--- src/rtl/pipeline_hazard_ctrl.sv ---
`default_nettype none
// ============================================================================
// Module   : pipeline_hazard_ctrl
// Purpose  : Load-use stall, branch flush, halt/drain FSM and operand
//            forwarding select for a 5-stage pipeline, with event counters.
// Revision : 1.0  initial release
// ============================================================================
module pipeline_hazard_ctrl (
    input  logic        clk,
    input  logic        rst,
    input  logic [3:0]  i_id_rs1,
    input  logic [3:0]  i_id_rs2,
    input  logic        i_id_use1,
    input  logic        i_id_use2,
    input  logic [3:0]  i_ex_rd,
    input  logic        i_ex_regwrite,
    input  logic        i_ex_memread,
    input  logic [3:0]  i_mem_rd,
    input  logic        i_mem_regwrite,
    input  logic [3:0]  i_wb_rd,
    input  logic        i_wb_regwrite,
    input  logic        i_branch_taken,
    input  logic        i_halt_req,
    input  logic        i_resume,
    output logic        o_pc_stall,
    output logic        o_ifid_stall,
    output logic        o_ifid_flush,
    output logic        o_idex_bubble,
    output logic [1:0]  o_fwd1,
    output logic [1:0]  o_fwd2,
    output logic        o_halted,
    output logic [15:0] o_stall_cnt,
    output logic [15:0] o_flush_cnt
);

    localparam logic [1:0] RUN    = 2'd0;
    localparam logic [1:0] DRAIN  = 2'd1;
    localparam logic [1:0] HALTED = 2'd2;

    localparam logic [1:0]  c_FWD_RF   = 2'b00;
    localparam logic [1:0]  c_FWD_MEM  = 2'b01;
    localparam logic [1:0]  c_FWD_WB   = 2'b10;
    localparam logic [1:0]  c_DRAIN_LD = 2'd3;
    localparam logic [15:0] c_CNT_MAX  = 16'hFFFF;

    logic [1:0]  r_state;
    logic [1:0]  r_drain_cnt;
    logic [3:0]  r_src1;
    logic [3:0]  r_src2;
    logic        r_src_vld;
    logic [15:0] r_stall_cnt;
    logic [15:0] r_flush_cnt;

    logic [1:0]  w_next_state;
    logic        w_load_use;
    logic        w_pc_stall;
    logic        w_ifid_stall;
    logic        w_ifid_flush;
    logic        w_idex_bubble;
    logic        w_halted;
    logic        w_stall_inc;

    assign w_load_use = (r_state == RUN) && i_ex_memread && i_ex_regwrite &&
                        ((i_id_use1 && (i_id_rs1 == i_ex_rd)) ||
                         (i_id_use2 && (i_id_rs2 == i_ex_rd)));

    always_comb begin
        w_next_state  = r_state;
        w_pc_stall    = 1'b0;
        w_ifid_stall  = 1'b0;
        w_ifid_flush  = 1'b0;
        w_idex_bubble = 1'b0;
        w_halted      = 1'b0;
        case (r_state)
            RUN: begin
                if (w_load_use) begin
                    w_pc_stall    = 1'b1;
                    w_ifid_stall  = 1'b1;
                    w_idex_bubble = 1'b1;
                end else if (i_branch_taken) begin
                    w_ifid_flush  = 1'b1;
                end else if (i_halt_req) begin
                    w_pc_stall    = 1'b1;
                    w_next_state  = DRAIN;
                end
            end
            DRAIN: begin
                w_pc_stall    = 1'b1;
                w_ifid_stall  = 1'b1;
                w_idex_bubble = 1'b1;
                // Counter reaches 0 on the same edge that enters HALTED
                if (r_drain_cnt <= 2'd1) begin
                    w_next_state = HALTED;
                end
            end
            HALTED: begin
                w_halted     = 1'b1;
                w_pc_stall   = 1'b1;
                w_ifid_stall = 1'b1;
                if (i_resume) begin
                    w_next_state = RUN;
                end
            end
            default: begin
                w_next_state = RUN;
            end
        endcase
        if (rst) begin
            w_pc_stall    = 1'b0;
            w_ifid_stall  = 1'b0;
            w_ifid_flush  = 1'b0;
            w_idex_bubble = 1'b0;
            w_halted      = 1'b0;
        end
    end

    assign w_stall_inc = w_pc_stall && ((r_state == RUN) || (r_state == DRAIN));

    always_ff @(posedge clk) begin
        if (rst) begin
            r_state     <= RUN;
            r_drain_cnt <= 2'd0;
            r_stall_cnt <= 16'd0;
            r_flush_cnt <= 16'd0;
            r_src_vld   <= 1'b0;
            r_src1      <= 4'd0;
            r_src2      <= 4'd0;
        end else begin
            r_state <= w_next_state;
            if ((r_state == RUN) && (w_next_state == DRAIN)) begin
                r_drain_cnt <= c_DRAIN_LD;
            end else if ((r_state == DRAIN) && (r_drain_cnt != 2'd0)) begin
                r_drain_cnt <= r_drain_cnt - 2'd1;
            end
            if (w_stall_inc && (r_stall_cnt != c_CNT_MAX)) begin
                r_stall_cnt <= r_stall_cnt + 16'd1;
            end
            if (w_ifid_flush && (r_flush_cnt != c_CNT_MAX)) begin
                r_flush_cnt <= r_flush_cnt + 16'd1;
            end
            // A bubble in ID/EX carries no valid sources, so forwarding must not fire
            if (w_idex_bubble) begin
                r_src_vld <= 1'b0;
            end else if (!w_ifid_stall) begin
                r_src_vld <= 1'b1;
                r_src1    <= i_id_rs1;
                r_src2    <= i_id_rs2;
            end
        end
    end

    function automatic logic [1:0] fwd_sel(
        input logic [3:0] src,
        input logic       vld,
        input logic [3:0] mem_rd,
        input logic       mem_we,
        input logic [3:0] wb_rd,
        input logic       wb_we
    );
        logic [1:0] sel;
        sel = c_FWD_RF;
        if (vld && mem_we && (mem_rd == src)) begin
            sel = c_FWD_MEM;
        end else if (vld && wb_we && (wb_rd == src)) begin
            sel = c_FWD_WB;
        end
        return sel;
    endfunction

    assign o_fwd1 = rst ? c_FWD_RF :
                    fwd_sel(r_src1, r_src_vld, i_mem_rd, i_mem_regwrite, i_wb_rd, i_wb_regwrite);
    assign o_fwd2 = rst ? c_FWD_RF :
                    fwd_sel(r_src2, r_src_vld, i_mem_rd, i_mem_regwrite, i_wb_rd, i_wb_regwrite);

    assign o_pc_stall    = w_pc_stall;
    assign o_ifid_stall  = w_ifid_stall;
    assign o_ifid_flush  = w_ifid_flush;
    assign o_idex_bubble = w_idex_bubble;
    assign o_halted      = w_halted;
    assign o_stall_cnt   = r_stall_cnt;
    assign o_flush_cnt   = r_flush_cnt;

endmodule
`default_nettype wire

--- config.mk ---
export PLATFORM = sky130hd
export DESIGN_NAME = pipeline_hazard_ctrl
export DESIGN_NICKNAME = d
export VERILOG_FILES = /design/src/rtl/pipeline_hazard_ctrl.sv
export SDC_FILE = /design/constraint.sdc
export NUM_CORES = 1
export LEC_CHECK = 0
export CAP_MARGIN = 20
export CORE_MARGIN = 2
export CORE_UTILIZATION = 40
export CTS_CLUSTER_DIAMETER = 30
export DETAILED_ROUTE_END_ITERATION = 10
export PLACE_DENSITY = 0.69
export SETUP_SLACK_MARGIN = 0.05
export SLEW_MARGIN = 20
export SYNTH_ARGS = -nofsm -noshare
export SYNTH_HDL_FRONTEND = slang
export SYNTH_SLANG_ARGS = --single-unit
--- constraint.sdc ---
create_clock -name clk -period 2.6 [get_ports clk]
set_input_delay 0.39 -clock clk [delete_from_list [all_inputs] [get_ports clk]]
set_output_delay 0.39 -clock clk [all_outputs]
set_load 0.01 [all_outputs]
==> results of run 1 <==
## stage by stage
step / total power (W) / utilization / cells
after floorplan: 0.000998 / - / 304
after CTS: 0.00172 / 0.590 / 465
after global routing: 0.00179 / 0.592 / 465
after global placement: 0.00116 / 0.568 / 456
after detailed placement: 0.00117 / 0.568 / 456
final: 0.00170 / 0.592 / 465
## power groups by stage
stage / Combinational [W] / Sequential (W) / Clock [W]
after floorplan: 0.000228 / 0.000771 / 0
after global placement: 0.000380 / 0.000777 / 0
after detailed placement: 0.000389 / 0.000778 / 0
after CTS: 0.000388 / 0.000762 / 0.000572
after global routing: 0.000427 / 0.000767 / 0.000597
final: 0.000385 / 0.000763 / 0.000557
## cell families (layout without fill, tap and decap cells)
| kind of cell | Yosys count | in the layout |
|---|---|---|
| xor+xnor | 38 | 38 |
| flops | 45 | 45 |
| simple gates | 134 | 134 |
| buf+inv | 22 | 108 |
| fa+ha+maj | 8 | 8 |
| compound gates | 45 | 45 |
| mux | 12 | 12 |
## cell usage in the layout (no fill, tap or decap), types with 2 or more instances in the layout
| cell type | synthesis | final |
|---|---|---|
| a211oi_1 | 3 | 3 |
| a21oi_1 | 18 | 18 |
| and3_1 | 4 | 4 |
| and4_1 | 2 | 2 |
| buf_12 | 0 | 2 |
| buf_4 | 1 | 15 |
| clkbuf_2 | 1 | 2 |
| clkbuf_8 | 0 | 6 |
| clkdlybuf4s50_1 | 0 | 60 |
| dfxtp_1 | 45 | 44 |
| dlygate4sd2_1 | 0 | 2 |
| dlymetal6s2s_1 | 0 | 7 |
| ha_1 | 8 | 7 |
| inv_1 | 12 | 12 |
| mux2i_1 | 11 | 11 |
| nand2_1 | 24 | 24 |
| nand2b_1 | 3 | 3 |
| nand3_1 | 17 | 17 |
| nand4_1 | 14 | 14 |
| nor2_1 | 35 | 35 |
| nor2b_1 | 6 | 6 |
| nor3_1 | 10 | 10 |
| nor4_1 | 2 | 2 |
| o21ai_0 | 13 | 13 |
| o31ai_1 | 3 | 3 |
| or2_2 | 2 | 2 |
| or3_1 | 10 | 10 |
| or4_1 | 3 | 3 |
| xnor2_1 | 23 | 22 |
| xor2_1 | 15 | 15 |
## tightest hold or removal path, delay by kind of cell
| kind | cells | cell delay (ns) |
|---|---|---|
| buffers and inverters | 1 | 0.13 |
| multiplexers | 1 | 0.09 |
| AND/OR/NAND/NOR | 1 | 0.07 |
## worst max-delay path by stage
stage | end | slack (ns) | cells after the start
floorplan | o_stall_cnt[8] | 0.43 | 11
global placement | o_pc_stall | -0.09 | 7
detailed placement | o_idex_bubble | -0.19 | 7
CTS | o_idex_bubble | 0.05 | 8
global route | o_stall_cnt[10] | 0.06 | 10
finish | o_fwd1[1] | 0.21 | 5
## per-layer routing
layer / up-vias / wire length (um) / share of wire / global-route usage
met5: - / 0 / 0 / 0
met4: 0 / 80 / 0.013 / 0.0417
met3: 8 / 357 / 0.059 / 0.0507
met2: 57 / 2900 / 0.48 / 0.304
met1: 1102 / 2730 / 0.45 / 0.223
li1: 1235 / - / - / -
## flip-flops by register name (all words and copies together), names as in the netlist
signal	flops
r_src_vld	1
o_flush_cnt	16
r_src1	4
r_state	2
r_src2	4
o_stall_cnt	16
r_drain_cnt	2
## cell type report
| type | instances | area (um^2) | share of cell area |
|---|---|---|---|
| flip-flops and latches | 45 | 902 | 0.254 |
| well taps | 75 | 93.8 | 0.0265 |
| clock inverters | 2 | 37.5 | 0.0106 |
| clock buffers | 6 | 82.6 | 0.0233 |
| inverters | 12 | 45.0 | 0.0127 |
| multi-input cells | 237 | 1520 | 0.428 |
| repair buffers | 88 | 868 | 0.245 |
## what timing repair did
item | CTS | global route
setup buffers | 1 | 0
resized for setup | 5 | 13
setup endpoints to repair | 4 | 7
pin swaps | 2 | 4
==> flow_summary.yaml, run 1 <==
outcome:
  status: "completed"
min_path:
  min_path_type: "in -> reg"
  whs_endpoint: "r_src2[3]"
  holdPathStages: 3
  min_from: "i_id_rs2[3]"
timing:
  tightest_slew_ns: 0.523
  fin_worst_skew_ns: 0.00472
  fmax_ghz: 0.418
  min_period_ns: 2.39
  period_share: 0.920
  timing.setup.tns_ns: 0
  setup_ws_ns: 0.207
  rsz0062_at_grt: "no"
  hold_violations: 0
  fin_hold_ws_ns: 0.420
  relSlewSlack: 0.648
  maxSlewViolCount: 0
  setup_violations: 0
critical_path:
  required_ns: 2.21
  cp-start-kind: "input pin"
  cp_cell_sequence: "clkdlybuf4s50_1 -> buf_12 -> nand3b_1 -> nor3_1 -> clkdlybuf4s50_1"
  cpMostUsedCell: "clkdlybuf4s50_1"
  critPathBufInv: 3
  cp_slowest_cell: "clkdlybuf4s50_1"
  worst_path_largest_cell_delay_ns: 0.56
  r2r_end: "o_stall_cnt[8]"
  crit_family: "buffers and inverters"
  crit_path_start: "rst"
  critPathArrivalTime_ns: 2.00
  r2r_setup_slack_ns: 0.24
  path_max_fanout: 16
  worst-r2r-cell-count: 10
  reg2reg_from: "r_state[1]"
  crit_type: "in -> out"
  end_kind: "primary output"
clock_network:
  cts-htree-levels: 2
  cts.clk_slew.worst_paths_ns: 0.09
  hold_buffers: 0
  cts_root_buf: "clkbuf_8"
  numCtsBuffers: 5
  clock_latency_ns: 0.30
  cts_buffer_depth: 2
  cts_sinks: 45
  cts_tree: "yes"
global_route:
  overflow: 0
  grt_pass1_wl_mm: 10.4
  antenna_found_initial: 0
  grt_pass1_vias: 2243
  grt_max_degree: 22
  grt_usage: 0.178
synthesis:
  synth-simple-area-share: 0.270
  synth_flop_cell: "dfxtp_1"
  synth_common_cells: "dfxtp_1, nor2_1, nand2_1"
  synth_top_family_by_area: "simple AND/OR/NAND/NOR gates"
  muxShareOfSynthArea: 0.0486
  async_flop_share: 0
  synthAdderAreaFrac: 0.0401
  synth_edf_count: 0
  synthesis.area_mm2: 0.00250
  post-synth-top-count-cell: "dfxtp_1"
  synth-xor-area-share: 0.133
  synth-compound-area-share: 0.112
  yosysWarnings: 0
  synth_nets: 343
  synth_cell_types: 39
  synthTopCellsByArea: "dfxtp_1, xnor2_1, nor2_1, xor2_1, mux2i_1"
  synth_area_leader_cell: "dfxtp_1"
  ys_seq_elements: 45
  ys_seq_area_frac: 0.361
  avgSynthCellArea_um2: 8.22
  synth_cells: 304
  synthDominantCellAreaShare: 0.361
pwr:
  p_leak_nw: 1.37
  p_sw_w: 0.000467
  pwr-share-seq: 0.447
  switching_share: 0.274
  internal_power_w: 0.00124
  p_comb_frac: 0.226
  peakVddDrop_mv: 0.346
  power_frac_clock: 0.327
  powerDensity_mw_per_mm2: 481
placement:
  placed_area_mm2: 0.00340
  hpwl_mm: 4.63
  pre_cts_ws_ns: -0.193
  place.gp.congestion: 0.817
  io_buffers: 71
die:
  die_w_um: 83.0
  ioPinCount: 72
  die_h_um: 83.0
  die_area_mm2: 0.00689
  coreArea_mm2: 0.00599
  start_util: 0.417
  rows: 28
detailed_routing:
  dr_total_vias: 2402
  ant_nets: 0
  first_pass_iters: 4
  drc: 0
  drt_iter0_drc: 75
  wl_per_cell_um: 13.1
  avgViaCountPerCell: 5.17
  wl_mm: 6.07
finish:
  num-nets-final: 428
  diodes: 0
  final_area_mm2: 0.00355
  drive_gt1_frac: 0.0949
  fillers: 518
  area_growth_pct: 42.0
job:
  cap_violations: 0
Power figures use the tool's default switching activity.
==> run 2: changes to the inputs <==
CAP_MARGIN = default   (was 20)
GPL_TIMING_DRIVEN = 0   (was default)
==> run 2 against run 1 <==
  * Sequential share of layout area rose by 0.67 points
  * Sequential power is essentially flat
  * First-iteration DRC count unchanged
  * Clock-buffer cell count is 1 lower
  * Critical path type unchanged
  * Highest routed layer unchanged
==> flow_summary.yaml, run 2 (synthesis gave the netlist of run 1 again) <==
finish:
  final_cell_mix: "clkdlybuf4s50_1, dfxtp_1, nor2_1, nand2_1, xnor2_1"
  stdcell_count: 461
  diodes: 0
  num-nets-final: 424
  area_growth_pct: 38.5
  drive_gt1_frac: 0.0751
  layout_commonest_cell: "clkdlybuf4s50_1"
detailed_routing:
  drt_iter0_drc: 75
  drc: 0
  dr_total_vias: 2384
  ant_nets: 0
  wl_per_cell_um: 13.5
  first_pass_iters: 4
  avgViaCountPerCell: 5.17
  wl_mm: 6.21
pwr:
  powerDensity_mw_per_mm2: 466
  peakVddDrop_mv: 0.250
  p_leak_nw: 1.27
  power.total_w: 0.00161
timing:
  fin_hold_ws_ns: 0.444
  period_share: 0.955
  timing.setup.tns_ns: 0
  min_period_ns: 2.48
  rsz0062_at_grt: "no"
  fmax_ghz: 0.403
  fin_worst_skew_ns: 0.0174
  setup_ws_ns: 0.118
  setup_violations: 0
  hold_violations: 0
  tightest_slew_ns: 0.603
  relSlewSlack: 0.598
  maxSlewViolCount: 0
critical_path:
  required_ns: 2.21
  critPathArrivalTime_ns: 2.09
  end_kind: "primary output"
  worst_path_largest_cell_delay_ns: 0.56
  crit_type: "in -> out"
  cp_cell_sequence: "clkdlybuf4s50_1 -> xor2_1 -> or3_1 -> nor3_1 -> clkdlybuf4s50_1"
  path_max_fanout: 2
  cp_slowest_cell: "clkdlybuf4s50_1"
  cp-start-kind: "input pin"
  cpMostUsedCell: "clkdlybuf4s50_1"
clock_network:
  cts_sinks: 45
  cts.clk_slew.worst_paths_ns: 0.09
  cts_buffer_depth: 2
  cts_tree: "yes"
  numCtsBuffers: 5
  clock_latency_ns: 0.31
  cts_root_buf: "clkbuf_8"
  cts-htree-levels: 2
placement:
  hpwl_mm: 4.77
  io_buffers: 71
  dp_cells: 450
  pre_cts_ws_ns: -0.387
  place.gp.congestion: 0.765
global_route:
  antenna_found_initial: 0
  grt_usage: 0.182
  grt_pass1_vias: 2231
  grt_max_degree: 18
  overflow: 0
  grt_pass1_wl_mm: 10.6
min_path:
  min_path_type: "in -> reg"
die:
  rows: 28
  coreArea_mm2: 0.00599
  die_w_um: 83.0
  die_h_um: 83.0
  start_util: 0.417
  die_area_mm2: 0.00689
  ioPinCount: 72
outcome:
  status: "completed"
job:
  cap_violations: 0
==> run 2: cell types whose count changed in the layout (fill, tap and decap cells not counted), sizes merged <==
cell / delta
dlymetal6s2s: -4
clkdlybuf4s50: +3
clkbuf: +3
bufinv: -1
buf: -9
inv: +3
dlygate4sd1: +1
clkinvlp: -1
dlygate4sd2: +1
==> run 2: critical path: cells and delay by family <==
family | cells | cell delay, ns
xor+xnor | 1 | 0.16
buf+inv | 2 | 1.01
simple gates | 2 | 0.52
==> run 2: power breakdown <==
part | internal [W] | switching, W
sequential | 0.000723 | 0.0000393
combinational | 0.000184 | 0.000182
clock | 0.000203 | 0.000281
==> run 2: repair_timing <==
action                                  CTS  global route
buffers inserted                          3             0
cloned                                    0             0
pin swaps                                 2             5
resized for setup                        11            16
endpoints found under the setup margin    8            12
hold buffers                              0             0
==> run 2: cell type report <==
cell class	count	area, um^2
Tap cell	75	93.8
Sequential cell	45	903
Clock inverter	3	28.8
Buffer	10	58.8
Inverter	12	45.0
Clock buffer	5	68.8
Multi-Input combinational cell	237	1530
Timing Repair Buffer	74	731
Fill cell	564	2530
==> run 2: final timing paths <==
path                        start              end  slack, ns  depth (start not counted)
setup reg to reg       r_state[0]  o_flush_cnt[15]       0.19                         10
setup / recovery      i_mem_rd[1]        o_fwd2[0]       0.12                          5
hold / removal        i_id_rs2[1]        r_src2[1]       0.44                          3
hold reg to reg   o_flush_cnt[11]  o_flush_cnt[11]       0.51                          2
==> run 2: layer usage <==
metal,vias up,global-route usage,wire (um),share of wire
met2,68,0.314,2980,0.48
li1,1228,-,-,-
met3,6,0.0517,385,0.062
met1,1082,0.227,2800,0.45
met5,-,0,0,0
met4,0,0.0358,42,0.0068
==> run 2: through the flow <==
stage	instance area (um^2)	util
6_report	3460	0.577
5_1_grt	3460	0.577
4_1_cts	3430	0.573
3_5_place_dp	3300	0.551
3_3_place_gp	3300	0.551
2_1_floorplan	2500	-
